File: config.mk
export PLATFORM = sky130hd
export DESIGN_NAME = cgra_power_sequencer
export DESIGN_NICKNAME = d
export VERILOG_FILES = /design/src/rtl/cgra_power_seq_pkg.sv /design/src/rtl/cgra_pwr_timer.sv /design/src/rtl/cgra_power_sequencer.sv
export SDC_FILE = /design/constraint.sdc
export NUM_CORES = 1
export LEC_CHECK = 0
export BUFFER_PORTS_ARGS = -buffer_cell sky130_fd_sc_hd__buf_2
export CAP_MARGIN = 20
export CORE_AREA = 2 2 79 81
export CTS_CLUSTER_DIAMETER = 150
export DETAILED_ROUTE_END_ITERATION = 7
export DIE_AREA = 0 0 81 83
export PLACE_DENSITY = 0.6
export SYNTH_ARGS = -nofsm -noshare
export SYNTH_HDL_FRONTEND = slang
export SYNTH_SLANG_ARGS = --single-unit
File: constraint.sdc
create_clock -name clk_i -period 3.1 [get_ports clk_i]
set_clock_uncertainty 0.2 [all_clocks]
set_input_delay 0.62 -clock clk_i [delete_from_list [all_inputs] [get_ports clk_i]]
set_output_delay 0.62 -clock clk_i [all_outputs]
set_load 0.01 [all_outputs]
File: src/rtl/cgra_power_seq_pkg.sv
// Shared types for the CGRA external-domain power sequencer: state encoding,
// timer width and the state-to-pin decode used for the registered outputs.
package cgra_power_seq_pkg;

   localparam int CNT_W = 16;

   typedef enum logic [3:0] {
      ST_ON      = 4'd0,
      ST_CLK_OFF = 4'd1,
      ST_ISO     = 4'd2,
      ST_SW_OFF  = 4'd3,
      ST_OFF     = 4'd4,
      ST_SW_ON   = 4'd5,
      ST_SETTLE  = 4'd6,
      ST_ISO_REL = 4'd7,
      ST_RST_REL = 4'd8,
      ST_ERR     = 4'd9
   } pwr_state_e;

   typedef struct packed {
      logic switch_on;
      logic iso;
      logic rst_n;
      logic clk_en;
      logic ram_ret;
      logic busy;
      logic powered;
      logic err;
   } pwr_out_t;

   localparam pwr_out_t PWR_OUT_RESET = '{
      switch_on: 1'b1, iso: 1'b0, rst_n: 1'b1, clk_en: 1'b1,
      ram_ret: 1'b0, busy: 1'b0, powered: 1'b1, err: 1'b0
   };

   function automatic pwr_out_t pwr_decode(input pwr_state_e st, input logic ret_lat);
      pwr_out_t o;
      o.switch_on = !(st inside {ST_SW_OFF, ST_OFF, ST_ERR});
      o.iso       = st inside {ST_ISO, ST_SW_OFF, ST_OFF, ST_SW_ON, ST_SETTLE, ST_ERR};
      o.rst_n     = st inside {ST_ON, ST_CLK_OFF, ST_RST_REL};
      o.clk_en    = st inside {ST_ON, ST_RST_REL};
      // Retention is only meaningful while the domain is isolated.
      o.ram_ret   = o.iso & ret_lat;
      o.busy      = !(st inside {ST_ON, ST_OFF, ST_ERR});
      o.powered   = (st == ST_ON);
      o.err       = (st == ST_ERR);
      return o;
   endfunction

endpackage

File: src/rtl/cgra_pwr_timer.sv
// Clearable saturating up-counter with a >= limit compare, shared by the
// switch-ack timeout and the post-ack settle wait.
module cgra_pwr_timer
   import cgra_power_seq_pkg::*;
(
   input  logic             clk_i,
   input  logic             rst_i,
   input  logic             clr_i,
   input  logic             en_i,
   input  logic [CNT_W-1:0] limit_i,
   output logic             hit_o
);

   logic [CNT_W-1:0] cnt_q;
   logic [CNT_W-1:0] cnt_d;

   always_comb begin
      cnt_d = cnt_q;
      if (clr_i) begin
         cnt_d = '0;
      end else if (en_i && (cnt_q != '1)) begin
         cnt_d = cnt_q + CNT_W'(1);
      end
   end

   always_ff @(posedge clk_i or posedge rst_i) begin
      if (rst_i) begin
         cnt_q <= '0;
      end else begin
         cnt_q <= cnt_d;
      end
   end

   assign hit_o = (cnt_q >= limit_i);

endmodule

File: src/rtl/cgra_power_sequencer.sv
// Power-down / power-up sequencer for the CGRA external domain: orders clock
// gating, isolation, reset and the power switch, with ack timeout and retention.
module cgra_power_sequencer
   import cgra_power_seq_pkg::*;
#(
   parameter int unsigned ACK_TIMEOUT   = 1023,
   parameter int unsigned SETTLE_CYCLES = 8
) (
   input  logic       clk_i,
   input  logic       rst_i,
   input  logic       pwr_down_req_i,
   input  logic       pwr_up_req_i,
   input  logic       retentive_en_i,
   input  logic       clr_err_i,
   input  logic       switch_ack_i,
   output logic       switch_on_o,
   output logic       iso_o,
   output logic       subsys_rst_no,
   output logic       clk_en_o,
   output logic       ram_retentive_o,
   output logic       busy_o,
   output logic       powered_o,
   output logic       done_o,
   output logic       err_o,
   output logic       req_dropped_o,
   output logic [3:0] state_o
);

   // Timer hits on the last cycle of the wait, so the limit is one less than
   // the number of cycles spent in the waiting state.
   localparam logic [CNT_W-1:0] ACK_LIMIT    = CNT_W'(ACK_TIMEOUT - 1);
   localparam logic [CNT_W-1:0] SETTLE_LIMIT = CNT_W'(SETTLE_CYCLES - 1);

   pwr_state_e       state_q, state_d;
   logic             ret_lat_q, ret_lat_d;
   pwr_out_t         out_q, out_d;
   logic             done_q, done_d;
   logic             drop_q, drop_d;
   logic             tmr_clr, tmr_en, tmr_hit;
   logic [CNT_W-1:0] tmr_limit;

   cgra_pwr_timer u_timer (
      .clk_i   (clk_i),
      .rst_i   (rst_i),
      .clr_i   (tmr_clr),
      .en_i    (tmr_en),
      .limit_i (tmr_limit),
      .hit_o   (tmr_hit)
   );

   always_ff @(posedge clk_i or posedge rst_i) begin
      if (rst_i) begin
         state_q   <= ST_ON;
         ret_lat_q <= 1'b0;
         out_q     <= PWR_OUT_RESET;
         done_q    <= 1'b0;
         drop_q    <= 1'b0;
      end else begin
         state_q   <= state_d;
         ret_lat_q <= ret_lat_d;
         out_q     <= out_d;
         done_q    <= done_d;
         drop_q    <= drop_d;
      end
   end

   always_comb begin
      state_d   = state_q;
      ret_lat_d = ret_lat_q;
      unique case (state_q)
         ST_ON: begin
            if (pwr_down_req_i) begin
               state_d   = ST_CLK_OFF;
               ret_lat_d = retentive_en_i;
            end
         end
         ST_CLK_OFF: state_d = ST_ISO;
         ST_ISO:     state_d = ST_SW_OFF;
         ST_SW_OFF: begin
            if (!switch_ack_i) begin
               state_d = ST_OFF;
            end else if (tmr_hit) begin
               state_d = ST_ERR;
            end
         end
         ST_OFF: begin
            if (pwr_up_req_i) begin
               state_d = ST_SW_ON;
            end
         end
         ST_SW_ON: begin
            if (switch_ack_i) begin
               state_d = ST_SETTLE;
            end else if (tmr_hit) begin
               state_d = ST_ERR;
            end
         end
         ST_SETTLE: begin
            if (tmr_hit) begin
               state_d = ST_ISO_REL;
            end
         end
         ST_ISO_REL: state_d = ST_RST_REL;
         ST_RST_REL: state_d = ST_ON;
         ST_ERR: begin
            if (clr_err_i) begin
               state_d = ST_OFF;
            end
         end
         default: state_d = ST_ON;
      endcase
   end

   always_comb begin
      tmr_en    = state_q inside {ST_SW_OFF, ST_SW_ON, ST_SETTLE};
      tmr_clr   = (state_d != state_q) && (state_d inside {ST_SW_OFF, ST_SW_ON, ST_SETTLE});
      tmr_limit = (state_q == ST_SETTLE) ? SETTLE_LIMIT : ACK_LIMIT;
   end

   // Outputs are decoded from the next state so the pins change on the same
   // edge as the state register.
   always_comb begin
      out_d  = pwr_decode(state_d, ret_lat_d);
      done_d = ((state_q == ST_SW_OFF) && (state_d == ST_OFF)) ||
               ((state_q == ST_RST_REL) && (state_d == ST_ON));
      drop_d = (pwr_up_req_i && (state_q != ST_OFF)) ||
               (pwr_down_req_i && (state_q != ST_ON));
   end

   assign switch_on_o     = out_q.switch_on;
   assign iso_o           = out_q.iso;
   assign subsys_rst_no   = out_q.rst_n;
   assign clk_en_o        = out_q.clk_en;
   assign ram_retentive_o = out_q.ram_ret;
   assign busy_o          = out_q.busy;
   assign powered_o       = out_q.powered;
   assign err_o           = out_q.err;
   assign done_o          = done_q;
   assign req_dropped_o   = drop_q;
   assign state_o         = state_q;

endmodule

* Word level (Yosys, flattened, before mapping)
Cells that the tools add are included.
Operators by class: add/subtract/negate cells 1, magnitude comparators 1, equal/unequal tests 20, muxes and demuxes 13, bitwise logic cells 1, reduce and logical (&&, ||, !) cells 21
Operators by type and width (count):
- 4-bit one-hot mux with 9 select lines | 1
- 16-bit two-way mux | 2
- 4-bit by 3-bit equality test with 1-bit output (second input constant) | 7
- 4-bit two-way mux | 7
- 16-bit by 1-bit adder with 16-bit output (second input constant) | 1
- 4-bit by 2-bit equality test with 1-bit output (second input constant) | 4
- 4-bit equality test (second input constant) | 4
- 16-bit by 10-bit greater-or-equal comparator with 1-bit output | 1
- 16-bit inequality test (second input constant) | 1
- 3-bit nonzero test | 5
- 10-bit two-way mux | 1
- 4-bit by 1-bit equality test with 1-bit output (second input constant) | 2
- 4-bit logical NOT | 2
- 1-bit logical AND | 6
- 6-bit nonzero test | 1
- 4-bit by 3-bit inequality test with 1-bit output (second input constant) | 1
- 4-bit inequality test | 1
- 2-bit nonzero test | 2
- 4-bit nonzero test | 1
- 1-bit logical NOT | 2
- 1-bit logical OR | 2
- 1-bit two-way mux | 2
- 1-bit bitwise AND | 1
Word-level totals: bits in registers 31, input bits 7, output and inout bits 14

* Longest topological paths before layout
Gate-level depths: netlist (run 1).
depth in word-level cells 10, mapped depth 10, gate-level depth less buffers 8

* By module
From an unflattened synthesis (run 1), not the netlist that was laid out.
Unflattened totals: cell total of the unflattened synthesis 260, area, all modules 2283.4 µm²
Modules (own cells, without submodules):
- cgra_pwr_timer | instances 1, cells each 152, area each 1287.5 µm², sequential area each 400.4 µm²
- cgra_power_sequencer | instances 1, cells each 108, area each 996.0 µm², sequential area each 380.4 µm²

* Least setup slack after synthesis (run 1)
No wires, ideal clock.
path type input to register, start point input port switch_ack_i, end point register u_timer.cnt_q[12], arrival time 2.204 ns, data required time 2.779 ns, setup slack 0.575 ns, cell stages on the path 8, path buffers 1, cell sequence buf_2 > and3b_1 > o211ai_1 > a21boi_1 > inv_1 > a31o_1 > nor3_4 > and4b_1
Between the ends: word-level cells in the longest chain between the ends 6, elaborated cells between the ends (all ways) 11
Ends and longest elaborated chain:
- from (decl) | line cgra_power_sequencer.sv:15 | input logic switch_ack_i,
- 4-bit two-way mux, on equally long branches | line cgra_power_sequencer.sv:92, cgra_power_sequencer.sv:80
- 4-bit one-hot mux with 9 select lines * | line cgra_power_sequencer.sv:70 | unique case (state_q)
- 4-bit by 2-bit equality test with 1-bit output / 4-bit by 3-bit equality test with 1-bit output (equally long branches) | line cgra_power_sequencer.sv:116 | tmr_clr = (state_d != state_q) && (state_d inside {ST_SW_OFF, ST_SW_ON, ST_SETTLE});
- 3-bit nonzero test | line cgra_power_sequencer.sv:116
- 1-bit logical AND * | line cgra_power_sequencer.sv:116
- 16-bit two-way mux / 2-bit nonzero test (equally long branches)
- to (signal assigned) | line cgra_pwr_timer.sv:30 | cnt_q <= cnt_d;
- to (decl) | line cgra_pwr_timer.sv:14 | logic [CNT_W-1:0] cnt_q;
Mark *: on every way between the ends. The rest lies on a longest branch, timed or not. A chain may end at the register's enable or synchronous reset.

* Worst setup path in the final report (run 1)
start point register state_q[2] (netlist: state_o[2]), end point register u_timer.cnt_q[12]
Between the ends: word-level cells in the longest chain between the ends 10, elaborated cells between the ends (all ways) 29
Ends and longest elaborated chain:
- from (decl) | line cgra_power_sequencer.sv:34 | pwr_state_e state_q, state_d;
- from (signal assigned) | line cgra_power_sequencer.sv:59 | state_q <= state_d;
- 4-bit by 3-bit equality test with 1-bit output | line cgra_power_sequencer.sv:70, cgra_power_sequencer.sv:115, cgra_power_sequencer.sv:117
- 10-bit two-way mux | line cgra_power_sequencer.sv:117 | tmr_limit = (state_q == ST_SETTLE) ? SETTLE_LIMIT : ACK_LIMIT;
- 16-bit by 10-bit greater-or-equal comparator with 1-bit output | line cgra_pwr_timer.sv:34 | assign hit_o = (cnt_q >= limit_i);
- 4-bit two-way mux | line cgra_power_sequencer.sv:82, cgra_power_sequencer.sv:94
- 4-bit two-way mux, on equally long branches | line cgra_power_sequencer.sv:92, cgra_power_sequencer.sv:80
- 4-bit one-hot mux with 9 select lines | line cgra_power_sequencer.sv:70
- 4-bit by 2-bit equality test with 1-bit output / 4-bit by 3-bit equality test with 1-bit output (equally long branches) | line cgra_power_sequencer.sv:116
- 3-bit nonzero test | line cgra_power_sequencer.sv:116
- 1-bit logical AND | line cgra_power_sequencer.sv:116
- 16-bit two-way mux / 2-bit nonzero test (equally long branches)
Parallel ways exist; a longest one is shown, timed or not.

==> impl_results.md, run 1 <==
* Share of flip-flops with an asynchronous set or reset at 1.00
* Detail Route Antenna Nets at 0
* Synth area leaders: dfrtp_1 (34%), dfstp_2 (5.3%), nor2_1 (5.3%)
* Total core area at just under 0.006 sq mm
* CP Class: reg -> reg
* Routability congestion estimate at between 0.8 and 0.9
* First-pass GRT wire length at roughly 7700 microns
* Global route total overflow at 0
* Max Cap Viol at 0
* IO Port Bufs at 20
* Chip Width at between 80 and 90 microns
* Post-CTS Setup Bufs at 0
* Row count at 28
* Design area at between 0.002 and 0.0025 sq mm
* CP Launch Type: flop
* EDFF count, synth at 0
* Max-slew headroom at 0.575
* Avg Inst Size Synth at 9.29 sq um
* Vias in the first global route at 1683
* Dpl cell area at between 0.002 and 0.0025 sq mm
* Area grow syn2layout at 15.4%
* CTS Buf Count at 5
* Top-area cell type share of the netlist area at 0.343
* Syn_nets at 220
* GR Layer Usage met1 at 0.184
* Final TNS setup at 0 ps
* Distinct cells, synth at a little over 60
* Mapped Area at between 0.0015 and 0.002 sq mm
* CTS tree: yes
* Setup violations, final at 0
* Peak supply drop at between 300 and 400 uV
* Seq/Total Area, Yosys at 0.396
* Largest net degree at the start of global routing at 18
* Met3 global-route usage at 0.0337
* Post_cts resized at 0
* Slew @ Worst Pin at about 630 ps
* Clk slew on worst S/H paths at about 70 ps
* TritonCTS Sinks at 31
* Cell area power density at about 850 mW/mm^2
* Initial antenna violation count at 0
* Fin. max-slew vios at 0
* Vias at ~1600
* Post-Syn Instances at between 200 and 250
* Antenna cells at 0
* Leading area contributor after synthesis: dfrtp_1
* Outcome: finished, final reports clean
* Hold Violations, Final at 0
* Grt met2 use at 0.237
* Drt initial violations at approximately 110
* Leakage power at approximately 1.1 nW
* Commonest non-fill, non-tap cell in the layout: nor2_1
* Critical Path Fanout Max at 17
* Clk buf depth at 2
* Arrival @ worst endpoint at 2750 ps
* Wire per inst at 14.3 microns
* NumNets Final at 244
* Clk_lat worst skew at about 280 ps
* Peak Freq at approximately 0.36 GHz
* Highest-count cells in the layout ignoring fill and taps: nor2_1 (28), dfrtp_1 (27), nand2_1 (25)
* Fillers at around 600
* # IOs at 21
* Hold-fix buffers, CTS at 0
* Starting Density at 0.339
* Number of H-tree levels at 2
* Tightest Hold Check Type: in -> async
* Vias per cell at just over 5
* Tcrit/Tclk final at 0.897
* Die ar. at 0.00672 sq mm
* Detailed-route DRC error count at 0
* Die Y at a little over 80 microns
* RR Startpoint: state_o[2]$_DFF_PP0_
* DRT Wirelength at 4450 microns
* Dpl hpwl at approximately 3300 microns
* Critical Path RT at approximately 3100 ps
* GRT Resource Usage Total at 0.144
* Crit. Startpoint: state_o[2]$_DFF_PP0_
* Reg2Reg Depth at 6
* Warnings, synthesis at 0
* CTS root buffer: clkbuf_8
* Layout cells sized above 1 at 0.257
* Top Usage Layer GRT: met2
* Final Critical Period at about 2800 ps
* Yosys reg bits at 31
* Synth Flop Type: dfrtp_1
* RSZ-0062 raised after global routing: no
* Initial DRT Pass Iterations at 4
* Critical Path Sink Type: flop
-- per-layer routing --
metal / part of all wire / wire, microns / up-vias
met5: 0 / 0 / -
met4: 0.013 / 60 / 0
met1: 0.44 / 1960 / 753
met3: 0.044 / 195 / 6
met2: 0.50 / 2240 / 37
li1: - / - / 807
-- Yosys cell counts, types with 3 or more instances --
cell type and instances:
nand2b_1 3, dfrtp_1 27, o21ai_0 4, xnor2_1 6, buf_2 6, a21oi_1 9, nor3_1 6, inv_1 5
nand2_1 25, nor3b_1 3, nor2_1 28, a31oi_1 4, and2_1 3, nor2b_1 4, nand3_1 4, nand4_1 5
xor2_1 7, and3_1 3, o211ai_1 3, dfstp_2 4, nor4_1 3
-- worst paths after layout --
kind | end | slack (ps)
worst max-delay path | u_timer.cnt_q[12]$_DFFE_PP0P_ | 320
worst min-delay path | u_timer.cnt_q[5]$_DFFE_PP0P_ | 180
worst max register to register | u_timer.cnt_q[12]$_DFFE_PP0P_ | 320
worst min register to register | ret_lat_q$_DFF_PP0_ | 300
max in group asynchronous | powered_o$_DFF_PP1_ | 1830
min in group clk_i | ret_lat_q$_DFF_PP0_ | 300
-- worst max-delay path, cell delays in order, from the launching register on --
cell and delay, ps:
dfrtp_1 670, and3b_1 240, o211ai_1 190, a21boi_1 430, a211oi_2 120, nand4b_2 480, and4b_1 330
-- cells by family after synthesis --
kind of cell,synth area share
compound gates,0.171
xor+xnor,0.0578
flops,0.396
buf+inv,0.0419
fa+ha+maj,0.00635
simple gates,0.305
mux,0.0216
-- power breakdown --
group	internal [mW]	total, mW	switching, mW
clock network	0.260	0.412	0.152
logic	0.374	0.935	0.561
registers	0.498	0.591	0.0929
-- stage by stage --
stage | total power [mW] | std cells | setup slack (ps) | hold WS (ps) | utilization
after floorplan | 1.31 | 212 | 575 | 265 | -
after global placement | 1.53 | 304 | 311 | 285 | 0.371
after detailed placement | 1.55 | 304 | 207 | 283 | 0.371
after CTS | 1.96 | 312 | 267 | 204 | 0.391
after global routing | 2.09 | 312 | 48.6 | 219 | 0.391
final | 1.94 | 312 | 318 | 181 | 0.391
-- layout make-up --
class	instances	area [sq um]	share of cell area
well taps	75	93.8	0.0413
inverters	6	22.5	0.00991
flip-flops and latches	31	781	0.343
repair buffers	27	153	0.0671
clock buffers	6	82.6	0.0363
clock inverters	2	35.0	0.0154
multi-input cells	165	1110	0.487
-- sequential cells by signal, indices dropped and copies added, names as in the netlist --
signal	flops
err_o	1
done_o	1
u_timer.cnt_q	16
busy_o	1
clk_en_o	1
state_o	4
ram_retentive_o	1
subsys_rst_no	1
switch_on_o	1
ret_lat_q	1
powered_o	1
iso_o	1
req_dropped_o	1
No activity file was read; power rests on OpenSTA's default activity.
==> inputs of run 2 (changes only) <==
PLACE_DENSITY = 0.57   (was 0.6)
==> run 2 against run 1 <==
Compared with the run above:
- cell area up 0.33%
- combinational power up 2%
- critical path depth rose by 1
- routed wire length shrank 2.4%
- fmax up 1.1%
- non-clock buffer count up 1
- register-to-register slack better by 30 ps
- via count increased by 1.3%
- critical path type unchanged
- largest cell class unchanged
==> impl_results.md, run 2 (synthesis results as in run 1) <==
* RR Startpoint: state_o[2]$_DFF_PP0_
* Peak supply drop at 438 uV
* Clk_lat worst skew at 290 ps
* Post-CTS Setup Bufs at 0
* CTS Buf Count at 5
* Max FFs per register at 16
* Final TNS setup at 0 ps
* Dpl hpwl at around 3300 microns
* Reg2Reg Setup Slack at 350 ps
* Row count at 28
* Critical-path cell list: buf_4, nor3b_1, o211ai_1, a21boi_1, a211oi_2, nand4b_2, and4b_1
* Peak Freq at roughly 0.36 GHz
* Vias per cell at 5.19
* Critical Path Sink Type: flop
* Final Critical Period at 2750 ps
* Hold-fix buffers, CTS at 0
* Cell area power density at about 850 mW/mm^2
* CTS tree: yes
* Vias in the first global route at around 1600
* Detail Route Antenna Nets at 0
* Inst Count DP at approximately 310
* TritonCTS Sinks at 31
* Routability congestion estimate at 0.828
* Wire per inst at 13.9 microns
* Slowest Stage Delay on Critical Path at between 400 and 500 ps
* Vias at 1624
* Total core area at ~0.0058 sq mm
* Number of H-tree levels at 2
* Final non-filler cell total at 313
* Post_cts resized at 0
* RSZ-0062 raised after global routing: no
* Chip Width at approximately 81 microns
* Crit. Startpoint: state_o[2]$_DFF_PP0_
* CP Launch Type: flop
* Setup slack after layout at about 350 ps
* Design area at 0.00228 sq mm
* Drt initial violations at 86
* Dpl cell area at approximately 0.0022 sq mm
* Hold Violations, Final at 0
* Clk buf depth at 2
* Layout cells sized above 1 at 0.261
* Clk slew on worst S/H paths at approximately 70 ps
* Area grow syn2layout at 15.8%
* Max-slew headroom at 0.564
* Antenna cells at 0
* NumNets Final at between 200 and 250
* Highest-count cells in the layout ignoring fill and taps: nor2_1 (28), dfrtp_1 (27), nand2_1 (25)
* Setup violations, final at 0
* GRT Resource Usage Total at 0.146
* DRT Wirelength at between 4000 and 5000 microns
* Slowest stage cell, crit path: dfrtp_1
* Starting Density at 0.339
* First-pass GRT wire length at just under 8000 microns
* # IOs at 21
* Biggest register: u_timer.cnt_q
* CP Class: reg -> reg
* Global route total overflow at 0
* Detailed-route DRC error count at 0
* Commonest non-fill, non-tap cell in the layout: nor2_1
* Critical Path Fanout Max at 16
* CTS root buffer: clkbuf_8
* Slew @ Worst Pin at around 650 ps
* Fin. max-slew vios at 0
* Fillers at 609
* Tightest Hold Check Type: in -> async
* Largest net degree at the start of global routing at 18
* Initial DRT Pass Iterations at 4
* Critical Path RT at 3080 ps
* Max Cap Viol at 0
* Leakage power at approximately 1.1 nW
* DP Worst Slack at around 250 ps
* Die Y at around 83 microns
* Initial antenna violation count at 0
* Die ar. at roughly 0.0067 sq mm
* Outcome: finished, final reports clean
* Tcrit/Tclk final at 0.888
* Arrival @ worst endpoint at between 2000 and 3000 ps
* IO Port Bufs at 20
[run 2: changes by cell type in the layout (fill, tap and decap cells not counted), sizes merged]
cell  before  now
buf       27   28
[run 2: layout make-up]
class	instances	area (sq um)	share of cell area
multi-input cells	165	1110	0.485
flip-flops and latches	31	781	0.342
repair buffers	28	160	0.0702
well taps	75	93.8	0.0411
clock buffers	6	82.6	0.0362
clock inverters	2	35.0	0.0154
inverters	6	22.5	0.00987
[run 2: final timing paths]
path	to	cells past startpoint
min in group clk_i	ret_lat_q$_DFF_PP0_	1
min reg2reg	ret_lat_q$_DFF_PP0_	1
max reg2reg	u_timer.cnt_q[12]$_DFFE_PP0P_	7
min	err_o$_DFF_PP0_	2
max in group asynchronous	u_timer.cnt_q[11]$_DFFE_PP0P_	3
max	u_timer.cnt_q[12]$_DFFE_PP0P_	7
[run 2: report_power, final]
| group | switching (mW) | leakage (nW) | internal, mW |
|---|---|---|---|
| Sequential | 0.0745 | 0.396 | 0.499 |
| Clock | 0.159 | 0.0612 | 0.260 |
| Combinational | 0.571 | 0.609 | 0.381 |
| Total | 0.805 | 1.07 | 1.14 |
[run 2: worst max-delay path: cells and delay by family, from the launching register on]
family | cells | cell delay [ps]
simple gates | 3 | 960
compound gates | 3 | 750
flops | 1 | 490
buf+inv | 1 | 240
[run 2: metal layers]
layer	share of wire	vias to the layer above	GRT usage
li1	-	809	-
met1	0.46	778	0.191
met2	0.48	28	0.237
met3	0.044	9	0.0337
met4	0.018	0	0.0478
met5	0	-	0
[run 2: through the flow]
step | util | hold slack [ps] | power (mW)
2_1_floorplan | - | 265 | 1.31
3_3_place_gp | 0.372 | 285 | 1.54
3_5_place_dp | 0.372 | 298 | 1.54
4_1_cts | 0.392 | 207 | 1.97
5_1_grt | 0.392 | 245 | 2.11
6_report | 0.392 | 186 | 1.94
